File: src/rtl/dmem_arbiter.sv
// Round-robin arbiter sharing the data-memory port between core MEM stage and debug port.
// Optional perf counters built only when DMEM_ARB_PERF_EN is defined.
module dmem_arbiter #(
    parameter int ADDR_W  = 9,
    parameter int DATA_W  = 32,
    parameter int MEM_LAT = 1,
    parameter int CNT_W   = 4
) (
    input  logic              clk,
    input  logic              reset,
    input  logic              core_rd,
    input  logic              core_wr,
    input  logic [ADDR_W-1:0] core_addr,
    input  logic [DATA_W-1:0] core_wdata,
    input  logic [2:0]        core_funct3,
    output logic [DATA_W-1:0] core_rdata,
    output logic              core_done,
    output logic              core_stall,
    input  logic              dbg_req,
    input  logic              dbg_we,
    input  logic [ADDR_W-1:0] dbg_addr,
    input  logic [DATA_W-1:0] dbg_wdata,
    output logic [DATA_W-1:0] dbg_rdata,
    output logic              dbg_done,
    output logic              mem_en,
    output logic              mem_rd,
    output logic              mem_wr,
    output logic [ADDR_W-1:0] mem_addr,
    output logic [DATA_W-1:0] mem_wdata,
    output logic [2:0]        mem_funct3,
    input  logic [DATA_W-1:0] mem_rdata,
    output logic [31:0]       perf_stall_cnt,
    output logic [31:0]       perf_conflict_cnt
);

    typedef enum logic [1:0] {
        S_IDLE,
        S_ISSUE,
        S_WAIT,
        S_RESP
    } state_t;

    localparam logic OWN_CORE = 1'b0;
    localparam logic OWN_DBG  = 1'b1;

    state_t            r_state;
    logic              r_owner;
    logic              r_last;
    logic [CNT_W-1:0]  r_cnt;
    logic              r_rd;
    logic              r_wr;
    logic [ADDR_W-1:0] r_addr;
    logic [DATA_W-1:0] r_wdata;
    logic [2:0]        r_funct3;

    logic w_core_req;
    logic w_pick_dbg;
    logic w_resp;
    logic w_conflict;

    assign w_core_req = core_rd | core_wr;
    // On a tie the requester that did not win last time takes the port.
    assign w_pick_dbg = dbg_req & (~w_core_req | (r_last == OWN_CORE));
    assign w_resp     = (r_state == S_RESP);
    assign w_conflict = (r_state == S_IDLE) & w_core_req & dbg_req;

    always_ff @(posedge clk) begin
        if (reset) begin
            r_state  <= S_IDLE;
            r_owner  <= OWN_CORE;
            r_last   <= OWN_DBG;
            r_cnt    <= '0;
            r_rd     <= 1'b0;
            r_wr     <= 1'b0;
            r_addr   <= '0;
            r_wdata  <= '0;
            r_funct3 <= '0;
        end else begin
            unique case (r_state)
                S_IDLE: begin
                    if (w_core_req | dbg_req) begin
                        if (w_pick_dbg) begin
                            r_rd     <= ~dbg_we;
                            r_wr     <= dbg_we;
                            r_addr   <= dbg_addr;
                            r_wdata  <= dbg_wdata;
                            r_funct3 <= 3'b010;
                            r_owner  <= OWN_DBG;
                            r_last   <= OWN_DBG;
                        end else begin
                            r_rd     <= core_rd;
                            r_wr     <= core_wr;
                            r_addr   <= core_addr;
                            r_wdata  <= core_wdata;
                            r_funct3 <= core_funct3;
                            r_owner  <= OWN_CORE;
                            r_last   <= OWN_CORE;
                        end
                        r_cnt   <= CNT_W'(MEM_LAT - 1);
                        r_state <= S_ISSUE;
                    end
                end
                S_ISSUE: begin
                    r_state <= (r_cnt != '0) ? S_WAIT : S_RESP;
                end
                S_WAIT: begin
                    r_cnt <= r_cnt - CNT_W'(1);
                    if (r_cnt == CNT_W'(1)) begin
                        r_state <= S_RESP;
                    end
                end
                S_RESP: begin
                    r_state <= S_IDLE;
                end
                default: begin
                    r_state <= S_IDLE;
                end
            endcase
        end
    end

    assign mem_en     = (r_state == S_ISSUE);
    assign mem_rd     = mem_en & r_rd;
    assign mem_wr     = mem_en & r_wr;
    assign mem_addr   = r_addr;
    assign mem_wdata  = r_wdata;
    assign mem_funct3 = r_funct3;

    assign core_done  = w_resp & (r_owner == OWN_CORE);
    assign dbg_done   = w_resp & (r_owner == OWN_DBG);
    assign core_rdata = core_done ? mem_rdata : '0;
    assign dbg_rdata  = dbg_done ? mem_rdata : '0;
    assign core_stall = w_core_req & ~core_done;

`ifdef DMEM_ARB_PERF_EN
    logic [31:0] r_perf_stall;
    logic [31:0] r_perf_conflict;

    always_ff @(posedge clk) begin
        if (reset) begin
            r_perf_stall    <= '0;
            r_perf_conflict <= '0;
        end else begin
            if (core_stall) begin
                r_perf_stall <= r_perf_stall + 32'd1;
            end
            if (w_conflict) begin
                r_perf_conflict <= r_perf_conflict + 32'd1;
            end
        end
    end

    assign perf_stall_cnt    = r_perf_stall;
    assign perf_conflict_cnt = r_perf_conflict;
`else
    logic w_unused;
    assign w_unused          = w_conflict;
    assign perf_stall_cnt    = '0;
    assign perf_conflict_cnt = '0;
`endif

endmodule

File: config.mk
export PLATFORM = sky130hd
export DESIGN_NAME = dmem_arbiter
export DESIGN_NICKNAME = d
export VERILOG_FILES = /design/src/rtl/dmem_arbiter.sv
export SDC_FILE = /design/constraint.sdc
export NUM_CORES = 1
export LEC_CHECK = 0
export ABC_CLOCK_PERIOD_IN_PS = 2500
export CAP_MARGIN = 25
export CORE_AREA = 2 2 116 118
export CTS_CLUSTER_SIZE = 24
export DETAILED_ROUTE_END_ITERATION = 8
export DIE_AREA = 0 0 118 120
export PLACE_DENSITY = 0.73
export SYNTH_ARGS = -nofsm -noshare
export SYNTH_HDL_FRONTEND = slang
export SYNTH_SLANG_ARGS = --single-unit
export TNS_END_PERCENT = 100
File: constraint.sdc
create_clock -name clk -period 2.5 [get_ports clk]
set_input_delay 0.75 -clock clk [delete_from_list [all_inputs] [get_ports clk]]
set_output_delay 0.75 -clock clk [all_outputs]
set_load 0.02 [all_outputs]
* Word-level counts from Yosys, hierarchy flattened
Index checks and enable logic that the tools add are counted.
Storage, ports and cells: register bits after elaboration 54, input bits 123, output and inout bits 178, word-level logic and storage cells 50
Operators by class: add/subtract/negate cells 1, equal/unequal tests 6, multiplexer cells 14, bitwise operators 14, reductions and logical operators 6
Operators with widths (number):
- two-way mux 32 bit | 3
- two-way mux 9 bit | 1
- one-hot mux 2 bit (4 select lines) | 1
- one-hot mux 4 bit (2 select lines) | 1
- AND 1 bit | 6
- AND reduction 2 bit | 3
- NOT 1 bit | 5
- equality test 2 bit, second input constant | 2
- equality test 4 x 1 -> 1 bit, second input constant | 1
- two-way mux 1 bit | 4
- two-way mux 2 bit | 2
- two-way mux 4 bit | 1
- nonzero test 4 bit | 1
- subtractor 4 x 1 -> 4 bit, second input constant | 1
- two-way mux 3 bit | 1
- OR 1 bit | 3
- equality test 2 x 1 -> 1 bit, second input constant | 1
- logical NOT 2 bit | 1
- inequality test 2 x 1 -> 1 bit, second input constant | 1
- inequality test 2 bit, second input constant | 1
- nonzero test 2 bit | 1

* Logic depth before layout (Yosys ltp)
Gate-level depths: netlist of run 1.
word-level depth 5, gate-level depth with buffers 8, depth with buffers taken out 5

* Least setup slack after synthesis of run 1
Ideal clock, no wire load.
path kind reg-to-output, from register r_state[1], to output port core_rdata[22], arrival time 1545 ps, required time 1750 ps, path slack 205 ps, cell stages (with the launch flop) 5, buffers on the path 1, cell sequence dfxtp_1 > ha_1 > nor2b_1 > clkbuf_1 > and2_1
On the way: cells in the longest elaborated chain, start to end 3
RTL lines:
- from (decl) | line 46 | state_t r_state;
- from (signal assigned) | line 104 | r_state <= (r_cnt != '0) ? S_WAIT : S_RESP;
- equality test 2 bit | line 64 | assign w_resp = (r_state == S_RESP);
- AND 1 bit | line 129 | assign core_done = w_resp & (r_owner == OWN_CORE);
- net core_done | line 17 | output logic core_done,
- two-way mux 32 bit | line 131 | assign core_rdata = core_done ? mem_rdata : '0;
- to (decl) | line 16 | output logic [DATA_W-1:0] core_rdata,
The timed path passes the listed nets, and every way through them passes these cells.

* Worst setup path in the final report of run 1
from input port mem_rdata[27], to output port core_rdata[27]
On the way: cells in the longest elaborated chain, start to end 1
RTL lines:
- from (decl) | line 31 | input logic [DATA_W-1:0] mem_rdata,
- two-way mux 32 bit | line 131
Every way passes these cells.

==> impl_metrics.ini, run 1 <==
[worst_setup_path]
worstRegToRegCells = 7
crit_type = in2out
arrival_ns = 1.72
cp-startpoint = mem_rdata[27]
cp_max_fo = 2
r2r-start = r_state[0]
cp_slowest_stage_delay_ns = 0.51
r2r_slack_ns = 0.59
cpMaxStageDelayCell = clkdlybuf4s50_1
start_kind = input port
cp-endpoint = core_rdata[27]
r2r_end = mem_wdata[11]
cp-end-kind = output pin
cp_cell_sequence = clkdlybuf4s50_1 -> and2_1 -> dlygate4sd2_1
crit_required_ns = 1.75

[detailed_routing]
wl_per_cell_um = 15.2
drtIter0Drc = 133
drc_errors = 0
drtPass1Iterations = 4
vias = 4123
viasPerCell = 4.77
postRouteWirelength_um = 13100
drtAntennaViolNets = 0

[job]
maxCapViolations = 0

[layout]
areaGrowthSynthToFinish_pct = 62.9
multi_input_area_um2 = 2250
design_area_um2 = 6200
n_fill_cell = 1299
layout.cells.most_common = clkdlybuf4s50_1
final_core_util_pct = 47.8
final_cell_mix = clkdlybuf4s50_1, conb_1, dfxtp_1
nets = 817
drive_above_1_share_pct = 11.3
regArea_um2 = 1080

[floorplanning]
fp.dieH_um = 120
die-area_um2 = 14200
coreArea_um2 = 13000
io_pins = 301
die_w_um = 118
start_util_pct = 29.3
rows = 42

[clocking]
cts_tree = done
cts_resized = 76
post_cts_buffers = 0
cts_inserted_buffers = 5
numClockSinks = 54
htreeDepth = 2
cts.path.max_buffers = 2
cts.clk_slew.worst_paths_ns = 0.07
cts-hold-fix-buffers = 0
clock_latency_ns = 0.29
cts_root_buf = clkbuf_16

[global_route]
antenna_found_initial = 1
grt_remaining_overflow = 0
grt_pass1_vias = 4026
grt_pass1_wl_um = 20000
grt_usage_pct = 17.3
grt_max_degree = 50

[yosys]
synth-seq-area-share_pct = 28.4
netlist_area_um2 = 3810
ys_async_sr_fraction_pct = 0
ys_ff_latch = 54
yosys_warnings = 0
synthFlopType = dfxtp_1
syn_inst = 469
syn_avg_cell_area_um2 = 8.12
synth_edf_count = 0
synth.distinct_cells = 42

[placement]
dpl_cell_area_um2 = 6150
port_buffers = 236
dp.final_hpwl_um = 10400
gp_congestion = 0.803
pre_cts_slack_ns = -0.446

[power]
p_leak_uw = 0.00271
peakVddDrop_v = 0.000551
power_density_nw_per_um2 = 847

[timing]
fmax_mhz = 405
fin_tns_setup_ns = 0
hold_viol_final = 0
post-route-min-period_ns = 2.47
setup_viol = 0
skew_ns = 0.00534
timing.final.crit_share_pct = 98.8
relSlewSlack_pct = 64.7
rsz0062_at_grt = no
layout_setup_ws_ns = 0.0292
tightest_slew_ns = 0.528
drv_slew = 0

[outcome]
status = finished, final reports clean

[hold_path]
hp-class = reg2reg
-- power breakdown --
group	leakage (µW)	internal (µW)	switching (µW)	total (µW)
Combinational	0.00219	1410	1780	3190
Sequential	0.000448	1180	175	1350
Clock	0.0000739	398	316	715
Total	0.00271	2980	2280	5260
-- critical path, delay by kind of cell --
family,cells,cell delay [ns]
buffers and inverters,2,0.84
AND/OR/NAND/NOR,1,0.13
-- cells by family after synthesis --
| kind of cell | after synthesis | share of synthesized area, % |
|---|---|---|
| compound gates | 109 | 24.4 |
| fa+ha+maj | 7 | 2.30 |
| buf+inv | 116 | 19.0 |
| flops | 54 | 28.4 |
| mux | 1 | 0.263 |
| other cells | 1 | 0.0985 |
| simple gates | 181 | 25.6 |
-- sequential cells by signal, summed over array words and instances, names as in the netlist --
signal,count
r_cnt,4
mem_addr,9
mem_wdata,32
r_rd,1
mem_funct3,3
r_owner,1
r_wr,1
r_state,2
r_last,1
-- through the flow --
| stage | instances | hold slack [ns] | power [µW] |
|---|---|---|---|
| 2_1_floorplan | 532 | 0.462 | 3400 |
| 3_3_place_gp | 856 | 0.453 | 4530 |
| 3_5_place_dp | 856 | 0.444 | 4630 |
| 4_1_cts | 864 | 0.454 | 5300 |
| 5_1_grt | 864 | 0.493 | 5580 |
| 6_report | 865 | 0.455 | 5260 |
-- area by class of cell --
class                      instances  area share [%]
clock inverter                     1          0.0807
antenna                            1          0.0403
sequential                        54            17.4
timing repair buffer             257            39.8
clock buffer                       7            2.30
multi-input combinational        362            36.3
inverter                           7           0.424
tap                              176            3.55
-- cell usage after synthesis, types with 2 or more instances --
| master | number | area share, % |
|---|---|---|
| buf_4 | 64 | 13 |
| dfxtp_1 | 54 | 28 |
| nor2_1 | 44 | 4.3 |
| o21ai_0 | 44 | 5.8 |
| nand3_1 | 42 | 5.5 |
| and2_1 | 35 | 5.8 |
| and3_1 | 32 | 5.3 |
| clkbuf_1 | 30 | 3.0 |
| a311oi_2 | 29 | 11 |
| a311oi_1 | 12 | 2.8 |
| a21oi_1 | 8 | 1.1 |
| buf_2 | 8 | 1.1 |
| ha_1 | 7 | 2.3 |
| inv_1 | 7 | 0.69 |
| nand2_1 | 7 | 0.69 |
| nor2b_1 | 6 | 0.99 |
| buf_6 | 5 | 1.5 |
| nand2b_1 | 5 | 0.82 |
| a211oi_1 | 3 | 0.59 |
| buf_1 | 2 | 0.20 |
| nand3b_1 | 2 | 0.39 |
| nor3_1 | 2 | 0.26 |
| o211ai_1 | 2 | 0.39 |
-- worst min path at each step --
stage	start	to	depth (start not counted)
2_1_floorplan	r_cnt[1]	r_cnt[1]	2
3_3_place_gp	mem_funct3[0]	mem_funct3[0]	2
3_5_place_dp	mem_funct3[0]	mem_funct3[0]	2
4_1_cts	mem_funct3[0]	mem_funct3[0]	2
5_1_grt	mem_funct3[0]	mem_funct3[0]	2
6_report	mem_funct3[0]	mem_funct3[0]	2
-- metal layers --
metal / global-route usage [%] / vias to the layer above / share of wire, %
li1: - / 1966 / -
met1: 17.8 / 1937 / 37
met2: 33.5 / 205 / 52
met3: 5.23 / 15 / 8.7
met4: 5.27 / 0 / 1.6
met5: 0 / - / 0
Note: power is estimated with default switching activity, not from simulation.
==> run 2, diff against run 1 <==
--- a/config.mk
+++ b/config.mk
@@ -7,11 +7,11 @@
 export LEC_CHECK = 0
 export ABC_CLOCK_PERIOD_IN_PS = 2500
 export CAP_MARGIN = 25
-export CORE_AREA = 2 2 116 118
+export CORE_AREA = 2 2 115 117
 export CTS_CLUSTER_SIZE = 24
 export DETAILED_ROUTE_END_ITERATION = 8
-export DIE_AREA = 0 0 118 120
-export PLACE_DENSITY = 0.73
+export DIE_AREA = 0 0 117 119
+export DONT_BUFFER_PORTS = 1
 export SYNTH_ARGS = -nofsm -noshare
 export SYNTH_HDL_FRONTEND = slang
 export SYNTH_SLANG_ARGS = --single-unit
==> run 2 against run 1 <==
Effect of this change: via count is 22% lower; register-to-register slack better by 0.04 ns; cell count decreased by 28%; largest cell class is now multi-input combinational cells; largest power group unchanged.
==> impl_metrics.ini, run 2 (synthesized netlist as in run 1, its figures left out) <==
[clocking]
cts.clk_slew.worst_paths_ns = 0.07
numClockSinks = 54
cts.path.max_buffers = 2
post_cts_buffers = 0
htreeDepth = 2
cts_tree = done
cts_root_buf = clkbuf_16
cts_resized = 0
clock_latency_ns = 0.30
cts-hold-fix-buffers = 0
cts_inserted_buffers = 5

[worst_setup_path]
worstRegToRegCells = 6
r2r_slack_ns = 0.63
cp_max_fo = 34
crit_required_ns = 1.75
cp-endpoint = core_rdata[18]
start_kind = register
crit_type = reg2out
r2r_end = mem_addr[1]
cp-end-kind = output pin
arrival_ns = 1.55
cp-startpoint = r_state[1]
r2r-start = r_state[0]

[floorplanning]
coreArea_um2 = 12900
rows = 42
die-area_um2 = 13900
fp.dieH_um = 119
die_w_um = 117
io_pins = 301
start_util_pct = 29.6

[global_route]
grt_usage_pct = 14.8
grt_pass1_vias = 2813
grt_pass1_wl_um = 15600
grt_remaining_overflow = 0
antenna_found_initial = 1
grt_max_degree = 60

[detailed_routing]
wl_per_cell_um = 18.0
postRouteWirelength_um = 11200
drc_errors = 0
viasPerCell = 5.15
drtPass1Iterations = 4
drtAntennaViolNets = 0
drtIter0Drc = 142
vias = 3201

[power]
pwr-share-comb_pct = 43.6
peakVddDrop_v = 0.000501
clkPwrFrac_pct = 16.5
switchingPower_uw = 2110
power_density_nw_per_um2 = 1130
sw_frac_of_total_pct = 48.4
internal_power_uw = 2240
p_leak_uw = 0.00154
seqPwrFrac_pct = 39.9

[timing]
tightest_slew_ns = 0.555
post-route-min-period_ns = 2.30
fin_hold_ws_ns = 0.511
rsz0062_at_grt = no
drv_slew = 0
setup_viol = 0
fin_tns_setup_ns = 0
hold_viol_final = 0
fmax_mhz = 435
relSlewSlack_pct = 62.9
skew_ns = 0.00499
timing.final.crit_share_pct = 92.1

[outcome]
status = finished, final reports clean

[layout]
largest_reg_flops = 32
drive_above_1_share_pct = 12.6
layout.cells.most_common = conb_1
multi_input_area_um2 = 2250
areaGrowthSynthToFinish_pct = 1.02
final_core_util_pct = 29.9
regArea_um2 = 1080
nets = 574
n_fill_cell = 1360
design_area_um2 = 3850
final_cell_mix = conb_1, dfxtp_1, nor2_1, o21ai_0, nand3_1

[placement]
port_buffers = 0
dpl_cell_area_um2 = 3700
gp_congestion = 0.764
dp.final_hpwl_um = 8640

[job]
maxCapViolations = 0

[hold_path]
hp-class = reg2reg
-- run 2: changes by cell type in the layout (fill, tap and decap cells not counted), sizes merged --
cell           change
buf               -10
clkbuf            -12
clkdlybuf4s15     -17
clkdlybuf4s50    -163
dlygate4sd2       -39
dlymetal6s2s       -2
-- run 2: layout make-up --
| class | count | area share [%] |
|---|---|---|
| inverters | 7 | 0.683 |
| clock inverters | 1 | 0.130 |
| repair buffers | 14 | 3.06 |
| multi-input cells | 362 | 58.5 |
| well taps | 176 | 5.73 |
| clock buffers | 7 | 3.71 |
| flip-flops and latches | 54 | 28.1 |
| diodes | 1 | 0.0651 |
-- run 2: worst max-delay path, cell delays in order (launching register included) --
cell and delay [ns]:
dfxtp_1 0.39, ha_1 0.18, nor2b_2 0.12, buf_4 0.25, and2_1 0.16, buf_4 0.13
-- run 2: routing by layer --
metal	share of wire, %	GRT usage [%]
met1	35	14.9
met2	54	28.0
met3	9.0	4.43
met4	1.9	5.07
met5	0	0
-- run 2: power by group through the flow --
stage	sequential (µW)	clock, µW	combinational (µW)
after floorplan	1670	0	1730
after global placement	1750	0	1820
after detailed placement	1760	0	1910
final	1730	719	1900
after CTS	1740	758	1910
after global routing	1780	786	2100
-- run 2: worst min-delay path by stage --
stage               cells after the start       endpoint     start  slack, ns
detailed placement                      2           r_wr      r_wr       0.49
global placement                        2       r_cnt[1]  r_cnt[1]       0.47
global route                            1           r_rd     reset       0.50
CTS                                     1  mem_wdata[26]     reset       0.50
finish                                  2           r_wr      r_wr       0.51
floorplan                               2       r_cnt[1]  r_cnt[1]       0.46
-- run 2: stage by stage --
step                      power [µW]  worst slack, ns  cells
after global routing            4660           0.0491    621
final                           4350            0.199    622
after detailed placement        3670            0.409    613
after CTS                       4410            0.169    621
after global placement          3580            0.403    613
after floorplan                 3400            0.205    532
